$ cat src/rtl/hpdcache_mem_read_mux_rr.sv
// N-channel round-robin read-request mux with per-channel outstanding limits and ID-based response routing.
// Optional grant statistics are enabled by defining HPDCACHE_MEM_RD_MUX_STATS_EN.
module hpdcache_mem_read_mux_rr #(
    parameter int N         = 4,
    parameter int ADDR_W    = 56,
    parameter int ID_W      = 6,
    parameter int DATA_W    = 512,
    parameter int MAX_OUTST = 8
) (
    input  logic                     clk_i,
    input  logic                     rst_i,
    input  logic [N-1:0]             req_valid_i,
    output logic [N-1:0]             req_ready_o,
    input  logic [N*ADDR_W-1:0]      req_addr_i,
    input  logic [N*ID_W-1:0]        req_id_i,
    output logic                     mem_req_valid_o,
    input  logic                     mem_req_ready_i,
    output logic [ADDR_W-1:0]        mem_req_addr_o,
    output logic [ID_W+$clog2(N)-1:0] mem_req_id_o,
    input  logic                     mem_resp_valid_i,
    output logic                     mem_resp_ready_o,
    input  logic [ID_W+$clog2(N)-1:0] mem_resp_id_i,
    input  logic [DATA_W-1:0]        mem_resp_data_i,
    input  logic                     mem_resp_last_i,
    input  logic                     mem_resp_error_i,
    output logic [N-1:0]             rsp_valid_o,
    input  logic [N-1:0]             rsp_ready_i,
    output logic [ID_W-1:0]          rsp_id_o,
    output logic [DATA_W-1:0]        rsp_data_o,
    output logic                     rsp_last_o,
    output logic                     rsp_error_o,
    output logic                     unroutable_o,
    output logic [N*32-1:0]          stat_grants_o
);

    localparam int SEL_W = $clog2(N);
    localparam int CNT_W = $clog2(MAX_OUTST + 1);

    logic [SEL_W-1:0]  rr_ptr;
    logic [CNT_W-1:0]  outst [N];
    logic [N-1:0]      eligible;
    logic [N-1:0]      grant;
    logic              grant_any;
    logic [SEL_W-1:0]  grant_idx;
    logic              load;
    logic [ADDR_W-1:0] grant_addr;
    logic [ID_W-1:0]   grant_id;
    logic [SEL_W-1:0]  resp_sel;
    logic              resp_routable;
    logic [N-1:0]      resp_done;

    assign load = !mem_req_valid_o || mem_req_ready_i;

    always_comb begin
        for (int k = 0; k < N; k++) begin
            eligible[k] = req_valid_i[k] && (outst[k] < CNT_W'(MAX_OUTST));
        end
    end

    // Round-robin search: first eligible channel at or after the pointer, wrapping at N.
    always_comb begin
        int idx;
        idx       = 0;
        grant_any = 1'b0;
        grant_idx = '0;
        for (int i = 0; i < N; i++) begin
            idx = int'(rr_ptr) + i;
            if (idx >= N) idx = idx - N;
            if (!grant_any && eligible[idx]) begin
                grant_any = 1'b1;
                grant_idx = SEL_W'(idx);
            end
        end
        grant = '0;
        if (load && grant_any) grant[grant_idx] = 1'b1;
    end

    assign req_ready_o = grant;
    assign grant_addr  = req_addr_i[grant_idx*ADDR_W +: ADDR_W];
    assign grant_id    = req_id_i[grant_idx*ID_W +: ID_W];

    always_ff @(posedge clk_i or posedge rst_i) begin
        if (rst_i) begin
            mem_req_valid_o <= 1'b0;
            mem_req_addr_o  <= '0;
            mem_req_id_o    <= '0;
            rr_ptr          <= '0;
        end else if (load) begin
            mem_req_valid_o <= grant_any;
            if (grant_any) begin
                mem_req_addr_o <= grant_addr;
                mem_req_id_o   <= {grant_idx, grant_id};
                rr_ptr         <= (grant_idx == SEL_W'(N - 1)) ? '0 : grant_idx + 1'b1;
            end
        end
    end

    // Response routing is purely combinational; unknown selects are sunk.
    assign resp_sel = mem_resp_id_i[ID_W +: SEL_W];

    always_comb begin
        rsp_valid_o      = '0;
        mem_resp_ready_o = 1'b1;
        resp_routable    = 1'b0;
        for (int k = 0; k < N; k++) begin
            if (resp_sel == SEL_W'(k)) begin
                rsp_valid_o[k]   = mem_resp_valid_i;
                mem_resp_ready_o = rsp_ready_i[k];
                resp_routable    = 1'b1;
            end
        end
        resp_done = rsp_valid_o & {N{mem_resp_ready_o && mem_resp_last_i}};
    end

    assign rsp_id_o    = mem_resp_id_i[ID_W-1:0];
    assign rsp_data_o  = mem_resp_data_i;
    assign rsp_last_o  = mem_resp_last_i;
    assign rsp_error_o = mem_resp_error_i;

    always_ff @(posedge clk_i or posedge rst_i) begin
        if (rst_i) begin
            for (int k = 0; k < N; k++) outst[k] <= '0;
            unroutable_o <= 1'b0;
        end else begin
            for (int k = 0; k < N; k++) begin
                if (grant[k] && !resp_done[k]) begin
                    outst[k] <= outst[k] + 1'b1;
                end else if (!grant[k] && resp_done[k] && outst[k] != '0) begin
                    outst[k] <= outst[k] - 1'b1;
                end
            end
            if (mem_resp_valid_i && !resp_routable) unroutable_o <= 1'b1;
        end
    end

`ifdef HPDCACHE_MEM_RD_MUX_STATS_EN
    logic [31:0] stat_cnt [N];

    always_ff @(posedge clk_i or posedge rst_i) begin
        if (rst_i) begin
            for (int k = 0; k < N; k++) stat_cnt[k] <= '0;
        end else begin
            for (int k = 0; k < N; k++) begin
                if (grant[k]) stat_cnt[k] <= stat_cnt[k] + 32'd1;
            end
        end
    end

    always_comb begin
        for (int k = 0; k < N; k++) stat_grants_o[k*32 +: 32] = stat_cnt[k];
    end
`else
    assign stat_grants_o = '0;
`endif

endmodule

$ cat config.mk
export PLATFORM = sky130hd
export DESIGN_NAME = hpdcache_mem_read_mux_rr
export DESIGN_NICKNAME = d
export VERILOG_FILES = /design/src/rtl/hpdcache_mem_read_mux_rr.sv
export SDC_FILE = /design/constraint.sdc
export NUM_CORES = 1
export LEC_CHECK = 0
export CORE_AREA = 4 4 589 591
export CTS_CLUSTER_DIAMETER = 100
export CTS_CLUSTER_SIZE = 24
export DETAILED_ROUTE_END_ITERATION = 8
export DIE_AREA = 0 0 593 595
export SLEW_MARGIN = 0
export SYNTH_ARGS = -nofsm -noshare
export SYNTH_HDL_FRONTEND = slang
export SYNTH_SLANG_ARGS = --single-unit
$ cat constraint.sdc
create_clock -name clk_i -period 5.6 [get_ports clk_i]
set_input_delay 1.12 -clock clk_i [delete_from_list [all_inputs] [get_ports clk_i]]
set_output_delay 1.12 -clock clk_i [all_outputs]
set_load 0.005 [all_outputs]
Yosys cells after proc, flatten, opt, wreduce, memory -nomap -nowiden
Index checks and enable logic that the tools add are counted.
- register bits: 84
- input port bits: 782
- output and inout port bits: 723
- add/subtract/negate cells: 16
- multiply operators: 2
- order comparisons: 14
- equality and inequality tests: 4
- shift-type cells: 2
- multiplexer cells: 48
- bitwise gates (word level): 1
- reductions and logical operators: 47
- operator list (operator ; count):
    224-bit by 9-bit indexed part select with 56-bit output ; 1
    32-bit by 4-bit less-than comparator with 1-bit output (second input constant) ; 4
    32-bit two-way mux ; 4
    4-bit two-way mux ; 9
    1-bit two-way mux ; 25
    24-bit by 6-bit indexed part select with 6-bit output ; 1
    1-bit logical AND ; 23
    4-bit by 1-bit adder with 4-bit output (second input constant) ; 4
    4-bit less-than comparator (second input constant) ; 4
    4-bit nonzero test ; 4
    4-bit by 1-bit subtractor with 4-bit output (second input constant) ; 4
    1-bit zero test ; 13
    3-bit by 3-bit subtractor with 4-bit output (second input constant) ; 3
    2-bit two-way mux ; 5
    3-bit greater-or-equal comparator (second input constant) ; 3
    1-bit binary-select mux with 2-bit select ; 4
    2-bit nonzero test ; 4
    2-bit by 2-bit adder with 3-bit output (second input constant) ; 2
    2-bit equality test (second input constant) ; 3
    2-bit by 3-bit multiplier with 5-bit output (second input constant) ; 1
    4-bit bitwise AND ; 1
    2-bit by 2-bit multiplier with 4-bit output (second input constant) ; 1
    2-bit by 3-bit subtractor with 4-bit output (second input constant) ; 1
    2-bit by 1-bit adder with 3-bit output (second input constant) ; 1
    other kinds (9) ; 9

Depth between registers and ports, before layout
Gate-level depths: netlist of the first run.
- depth in word-level cells: 25
- depth in mapped cells: 14

Worst setup path after synthesis of the first run
No wires, ideal clock.
- path kind: input to register
- start point: input port req_valid_i[2]
- end point: register outst[11] (netlist name)
- setup time: 131 ps
- arrival time: 3679 ps
- required time: 5469 ps
- slack: 1789 ps
- cell stages on the path: 13
- path through: nor2b_2 > and3_1 > o22a_1 > buf_4 > nor3_4 > clkbuf_1 > nand2_1 > ha_1 > a21o_1 > a21o_1 > a21oi_1 > nor3_1 > or3_1
- cells in the longest elaborated chain, start to end: 23
- elaborated cells between the ends (all ways): 40
- classes of those cells: 2 x order compare; 24 x mux; 14 x reduce/logical
- ends and longest elaborated chain (what ; RTL line ; text):
    start: declaration ; 12 ; input logic [N-1:0] req_valid_i,
    1-bit logical AND (*) ; 56 ; eligible[k] = req_valid_i[k] && (outst[k] < CNT_W'(MAX_OUTST));
    1-bit binary-select mux with 2-bit select ; 69 ; if (!grant_any && eligible[idx]) begin
    1-bit two-way mux (implied by the code) (2 in a row) ; 69 ;
    1-bit two-way mux ; 69 ;
    1-bit zero test ; 69 ;
    1-bit logical AND ; 69 ;
    1-bit two-way mux ; 69 ;
    1-bit zero test ; 69 ;
    [... 6 more ...] ; -- ;
    1-bit logical AND (implied by the code) ; 75 ; if (load && grant_any) grant[grant_idx] = 1'b1;
    1-bit two-way mux (implied by the code) ; 75 ;
    1-bit demux with 2-bit select ; 75 ;
    4-bit two-way mux (*) ; 75 ;
    named net req_ready_o[1] ; 13 ; output logic [N-1:0] req_ready_o,
    1-bit zero test ; 128 ; end else if (!grant[k] && resp_done[k] && outst[k] != '0) begin
    1-bit logical AND (2 in a row) ; 128 ;
    2-bit nonzero test (no line) ; -- ;
    end signal: indexed assignment ; 127 ; outst[k] <= outst[k] + 1'b1;
    end signal: indexed assignment ; 129 ; outst[k] <= outst[k] - 1'b1;
    end: declaration ; 40 ; logic [CNT_W-1:0] outst [N];
The timed path passes the listed nets; every way through them passes the cells marked *. The select of a mux whose other input is x is not followed.
A chain may end at the register's enable or synchronous reset.

Worst setup path after layout of the first run
- start point: input port req_valid_i[0]
- end point: output port req_ready_o[2]
- cells in the longest elaborated chain, start to end: 19
- elaborated cells between the ends (all ways): 34
- classes of those cells: 2 x order compare; 23 x mux; 9 x reduce/logical
- ends and longest elaborated chain (what ; RTL line):
    1-bit logical AND (*) ; 56
    1-bit binary-select mux with 2-bit select ; 69
    1-bit two-way mux (implied by the code) (2 in a row) ; 69
    1-bit two-way mux ; 69
    1-bit zero test ; 69
    1-bit logical AND ; 69
    1-bit two-way mux ; 69
    1-bit zero test ; 69
    [... 2 more ...] ; --
    1-bit zero test ; 69
    1-bit logical AND ; 69
    2-bit two-way mux ; 69
    2-bit by 3-bit less-than comparator with 1-bit output (implied by the code) or 2-bit by 1-bit greater-or-equal comparator with 1-bit output (tied branches) ; 75
    1-bit logical AND (implied by the code) ; 75
    1-bit two-way mux (implied by the code) ; 75
    1-bit demux with 2-bit select ; 75
    4-bit two-way mux (*) ; 75
    end: declaration ; 13
Every way passes the cells marked *; elsewhere a longest branch is shown, timed or not. The select of a mux whose other input is x is not followed.

==> flow_summary.ini, run 1 <==
[outcome]
status = finished clean

[logic_synthesis]
yosysWarnings = 0
synth-seq-cells = 84
synth-edff-count = 0
synth_area_per_cell_um2 = 8.75
netlist_area_um2 = 9930
netlist_top_cells_area = buf_4, dfrtp_1, mux2i_1
yosysMostFrequentCell = buf_4
ys_types = 51
yosysTopAreaCell = buf_4
synth_top_area_share_pct = 49.2
yosys-top-cells-count = buf_4, dfrtp_1, mux2i_1, o21ai_0, nand2_1
ys.flop_type = dfrtp_1
synthCells = 1136
synthArstFlopShare_pct = 100
ys_seq_area_share_pct = 21.2

[clock_tree]
cts_hold_buf = 0
cts_buffers = 13
cts_max_level = 3
clk_path_buf_depth = 3
post_cts_resized = 0
cts_setup_buffers = 0
clk_pin_slew_worst_paths_ns = 0.11
cts_tree = built
clkSinkCount = 84
clockRootBuffer = clkbuf_16
clk_latency_ns = 0.55

[final_layout]
post_route_cells_drive_above_1_share_pct = 5.60
instances_no_fill = 5537
n_fill_cell = 40600
synthToLayoutAreaGrowth_pct = 51.6
fin_nets = 1738
post-route-util_pct = 4.40

[routing]
drc = 0
first_pass_iters = 6
antenna_left = 0
wl_um = 242000
met3_length_um = 94400
routed_via_density = 1.37
wl_met2_um = 97100
post_drt_wl_per_cell_um = 43.7
m1WireLength_um = 33100
drtIter0Drc = 582
highest_layer = met5
dr_total_vias = 7576

[floorplanning]
die_h_um = 595
core_um2 = 342000
fp.dieW_um = 593
design.portCount = 1505
start_util_pct = 2.91
die_area_um2 = 353000
num_rows = 215

[sta]
finalSetupViolations = 0
fmax_mhz = 215
min_period_over_period_pct = 83.1
hold_viol_final = 0
clock_skew_ns = 0.0470
tns_ns = 0
min_period_ns = 4.66
slew_violations = 0
tightest_slew_ns = 0.823
relSlewSlack_pct = 45.1
setup_ws_ns = 0.944
timing.hold.ws_ns = 0.387
rsz0062_at_grt = false

[placement]
dp.final_hpwl_um = 231000
portBuffers = 338
dpl.cell_count = 5486
dp_slack_ns = 0.901
place.gp.congestion = 0.816

[critical_path]
worst-path-max-fanout = 36
arrival_ns = 3.54
endpoint_kind = primary output
critical_path_required_ns = 4.48
path_class = in2out
startpoint_type = input port

[grt]
grt_max_degree = 54
antenna_found_initial = 35
grt_pass1_vias = 7295
grt-ovfl-total = 0
grt_pass1_wl_um = 257000
grt_usage_pct = 13.1

[power]
max-vdd-ir-drop_mv = 0.270
leakagePower_nw = 4.25
powerDensity_nw_per_um2 = 368

[worst_hold_path]
hold_path.class = reg2reg

[job]
drv_cap = 0
## layout by cell type, fill, tap and decap left out, types with 3 or more instances in the layout
cell,synthesis,layout
clkbuf_16,0,13
mux2_2,9,9
a211o_1,3,3
nand2b_1,6,6
dfrtp_1,84,84
xor2_1,3,3
a221o_1,42,42
diode_2,0,34
clkdlybuf4s50_1,0,338
xnor2_1,6,6
a21o_1,8,7
ha_1,8,8
o21ai_1,6,6
a222oi_1,21,21
mux2i_1,65,65
a21oi_1,10,10
a22o_1,4,4
nor3_1,6,6
o21ai_0,56,56
and3_1,3,3
nand2_1,48,47
nand3_1,3,3
nor2b_1,5,5
conb_1,1,128
inv_1,5,4
buf_4,651,13
fa_1,4,4
nor2_1,15,15
## through the flow
step / power (mW) / instance area [um^2]
6_report: 5.54 / 15100
5_1_grt: 5.98 / 15000
4_1_cts: 5.84 / 15000
3_5_place_dp: 4.81 / 14600
3_3_place_gp: 4.81 / 14600
2_1_floorplan: 2.88 / 10400
## where the power goes
group / internal [mW] / switching (mW) / total [mW]
sequential: 0.900 / 0.250 / 1.15
combinational: 1.31 / 2.17 / 3.48
clock: 0.480 / 0.429 / 0.909
## cell families after synthesis
family	share of synthesized area [%]
buf+inv	50.8
simple gates	5.45
other cells	0.0377
compound gates	12.1
fa+ha+maj	1.81
flops	21.2
mux	7.80
xor+xnor	0.793
## cell type report
type,count,area [um^2],area share (%)
clock inverter,3,42.5,0.282
sequential,84,2100,14.0
multi-input combinational,489,3280,21.8
inverter,5,23.8,0.158
tap,4557,5700,37.9
antenna,34,85.1,0.565
clock buffer,14,339,2.25
timing repair buffer,351,3480,23.1
## layer usage
metal,vias to the layer above,global-route usage (%)
met5,-,0.903
met4,14,7.56
met3,266,24.2
met2,1516,18.7
met1,3062,4.97
li1,2718,-
## worst paths after layout
check                          startpoint                 to  slack (ns)  cells past startpoint
setup / recovery           req_valid_i[0]     req_ready_o[2]        0.94                      7
hold / removal               unroutable_o       unroutable_o        0.39                      0
setup reg to reg                outst[15]          outst[15]        2.33                     11
hold reg to reg              unroutable_o       unroutable_o        0.39                      0
max in group asynchronous           rst_i  mem_req_addr_o[3]        3.42                      3
min in group asynchronous           rst_i       unroutable_o        0.99                      2
## worst max-delay path: stages
cell             delay (ns)
clkdlybuf4s50_1        0.53
nor2b_1                0.22
nor4_2                 0.10
a21o_4                 0.34
nor4b_4                0.27
buf_4                  0.32
clkdlybuf4s50_1        0.60
## registers in the layout, summed over array words and instances (netlist names)
| signal | cells |
|---|---|
| mem_req_addr_o | 56 |
| outst | 16 |
| mem_req_id_o | 8 |
| rr_ptr | 2 |
| mem_req_valid_o | 1 |
| unroutable_o | 1 |
Note: power is estimated with default switching activity, not from simulation.
==> run 2: changes to the inputs <==
CORE_AREA = 4 4 578 580   (was 4 4 589 591)
DIE_AREA = 0 0 582 584   (was 0 0 593 595)
clock period = 4.6 ns   (was 5.6 ns; I/O delays follow)
==> run 2 against run 1 <==
First-iteration DRC count fell by 46%. Sequential power rose by 23%. Non-clock buffer count rose by 14. Routed wire length fell by 7.3%. Final area fell by 0.80%. Critical path type unchanged. Clock skew fell by 0.0012 ns. Via count fell by 2.7%. Combinational power rose by 21%. Worst setup slack got worse by 0.73 ns. Die area fell by 3.7%. Register-to-register slack got worse by 1.4 ns. Cell count fell by 3.4%. Highest routed layer unchanged.
==> flow_summary.ini, run 2 (synthesized netlist as in run 1, its figures left out) <==
[placement]
portBuffers = 338
place.gp.congestion = 0.767
dp.final_hpwl_um = 214000

[sta]
finalSetupViolations = 0
fmax_mhz = 228
tns_ns = 0
clock_skew_ns = 0.0458
relSlewSlack_pct = 40.6
tightest_slew_ns = 0.888
min_period_over_period_pct = 95.3
hold_viol_final = 0
slew_violations = 0
rsz0062_at_grt = false
min_period_ns = 4.38

[power]
power.total_mw = 6.80
max-vdd-ir-drop_mv = 0.303
leakagePower_nw = 4.34
powerDensity_nw_per_um2 = 455

[clock_tree]
clk_path_buf_depth = 3
clk_latency_ns = 0.54
clockRootBuffer = clkbuf_16
cts_tree = built
clk_pin_slew_worst_paths_ns = 0.09
post_cts_resized = 0
cts_hold_buf = 0
cts_max_level = 3
clkSinkCount = 84
cts_buffers = 13

[final_layout]
final_common_cell = clkdlybuf4s50_1
multi_input_area_um2 = 3280
fin_nets = 1752
n_fill_cell = 39100
seqCellArea_um2 = 2100
largest_register_ffs = 56
largestRegisters = mem_req_addr_o x56, outst x16, mem_req_id_o x8
largest_register = mem_req_addr_o
post-route-util_pct = 4.54
synthToLayoutAreaGrowth_pct = 50.4
final_cell_mix = clkdlybuf4s50_1, conb_1, dfrtp_1, mux2i_1, o21ai_0
post_route_cells_drive_above_1_share_pct = 7.08

[grt]
antenna_found_initial = 40
grt_max_degree = 43
grt_pass1_wl_um = 240000
grt_pass1_vias = 7352
grt-ovfl-total = 0
grt_usage_pct = 12.6

[floorplanning]
design.portCount = 1505
fp.dieW_um = 582
core_um2 = 329000
num_rows = 211
die_area_um2 = 340000
start_util_pct = 3.02
die_h_um = 584

[routing]
drtIter0Drc = 314
post_drt_wl_per_cell_um = 41.9
dr_total_vias = 7373
antenna_left = 0
routed_via_density = 1.38
wl_um = 224000
drc = 0
first_pass_iters = 5

[critical_path]
critical_path_required_ns = 3.68
arrival_ns = 3.46
critPathMaxStageDelay_ns = 0.58
crit_slowest_cell = o31ai_1
startpoint_type = input port
endpoint_kind = primary output
cp_cell_sequence = clkdlybuf4s50_1 -> nor2b_4 -> buf_4 -> a21oi_1 -> o31ai_1 -> nor4_2 -> buf_4 -> clkdlybuf4s50_1
path_class = in2out
worst-path-max-fanout = 5

[worst_hold_path]
hold_path.class = reg2reg

[outcome]
status = finished clean

[job]
drv_cap = 0
[run 2: area by class of cell]
type / count / area share (%)
Timing Repair Buffer: 365 / 24.2
Sequential cell: 84 / 14.1
Clock inverter: 3 / 0.461
Clock buffer: 14 / 2.27
Multi-Input combinational cell: 489 / 22.0
Tap cell: 4366 / 36.6
Inverter: 5 / 0.159
Antenna cell: 20 / 0.335
[run 2: critical path: cells and delay by family]
| family | cells | cell delay (ns) |
|---|---|---|
| AO/OA/AOI/OAI | 2 | 0.64 |
| buffers and inverters | 4 | 1.35 |
| AND/OR/NAND/NOR | 2 | 0.53 |
[run 2: repair_timing]
item	4_1_cts	5_1_grt
setup buffers	2	0
endpoints found under the setup margin	1	0
hold endpoints to repair	0	0
[run 2: routing by layer]
layer / track usage [%] / vias up / routed length (um)
met1: 4.58 / 2937 / 29000
met4: 6.41 / 14 / 13100
met2: 18.3 / 1435 / 91400
li1: - / 2737 / -
met5: 0.827 / - / 412
met3: 23.8 / 250 / 90100
[run 2: path summary, 6_finish.rpt]
path	start	endpoint	slack (ns)	cells after the start
min	unroutable_o	unroutable_o	0.39	0
max	req_valid_i[3]	req_ready_o[0]	0.22	8
min reg2reg	unroutable_o	unroutable_o	0.39	0
max reg2reg	outst[3]	outst[7]	0.97	14
min in group asynchronous	rst_i	mem_req_id_o[7]	0.79	2
max in group asynchronous	rst_i	mem_req_id_o[5]	2.84	3
[run 2: power breakdown]
group / total, mW / internal (mW) / switching [mW]
registers: 1.42 / 1.10 / 0.327
clock network: 1.18 / 0.642 / 0.534
logic: 4.20 / 1.65 / 2.55
total: 6.80 / 3.39 / 3.41
[run 2: stage by stage]
step	hold WS [ns]	cells	worst slack, ns	cell area (um^2)
6_report	0.385	5346	0.217	14900
5_1_grt	0.401	5342	0.00886	14900
4_1_cts	0.394	5326	0.145	14900
3_5_place_dp	0.371	5307	-0.0427	14500
3_3_place_gp	0.368	5307	-0.0399	14500
2_1_floorplan	0.452	1263	0.989	10400
==> run 3: changes to the inputs <==
CAP_MARGIN = 20   (was unset)
CTS_CLUSTER_SIZE = 20   (was 24)
==> results of run 3 <==
Final layout, timing and power as in run 2 (identical DEF).
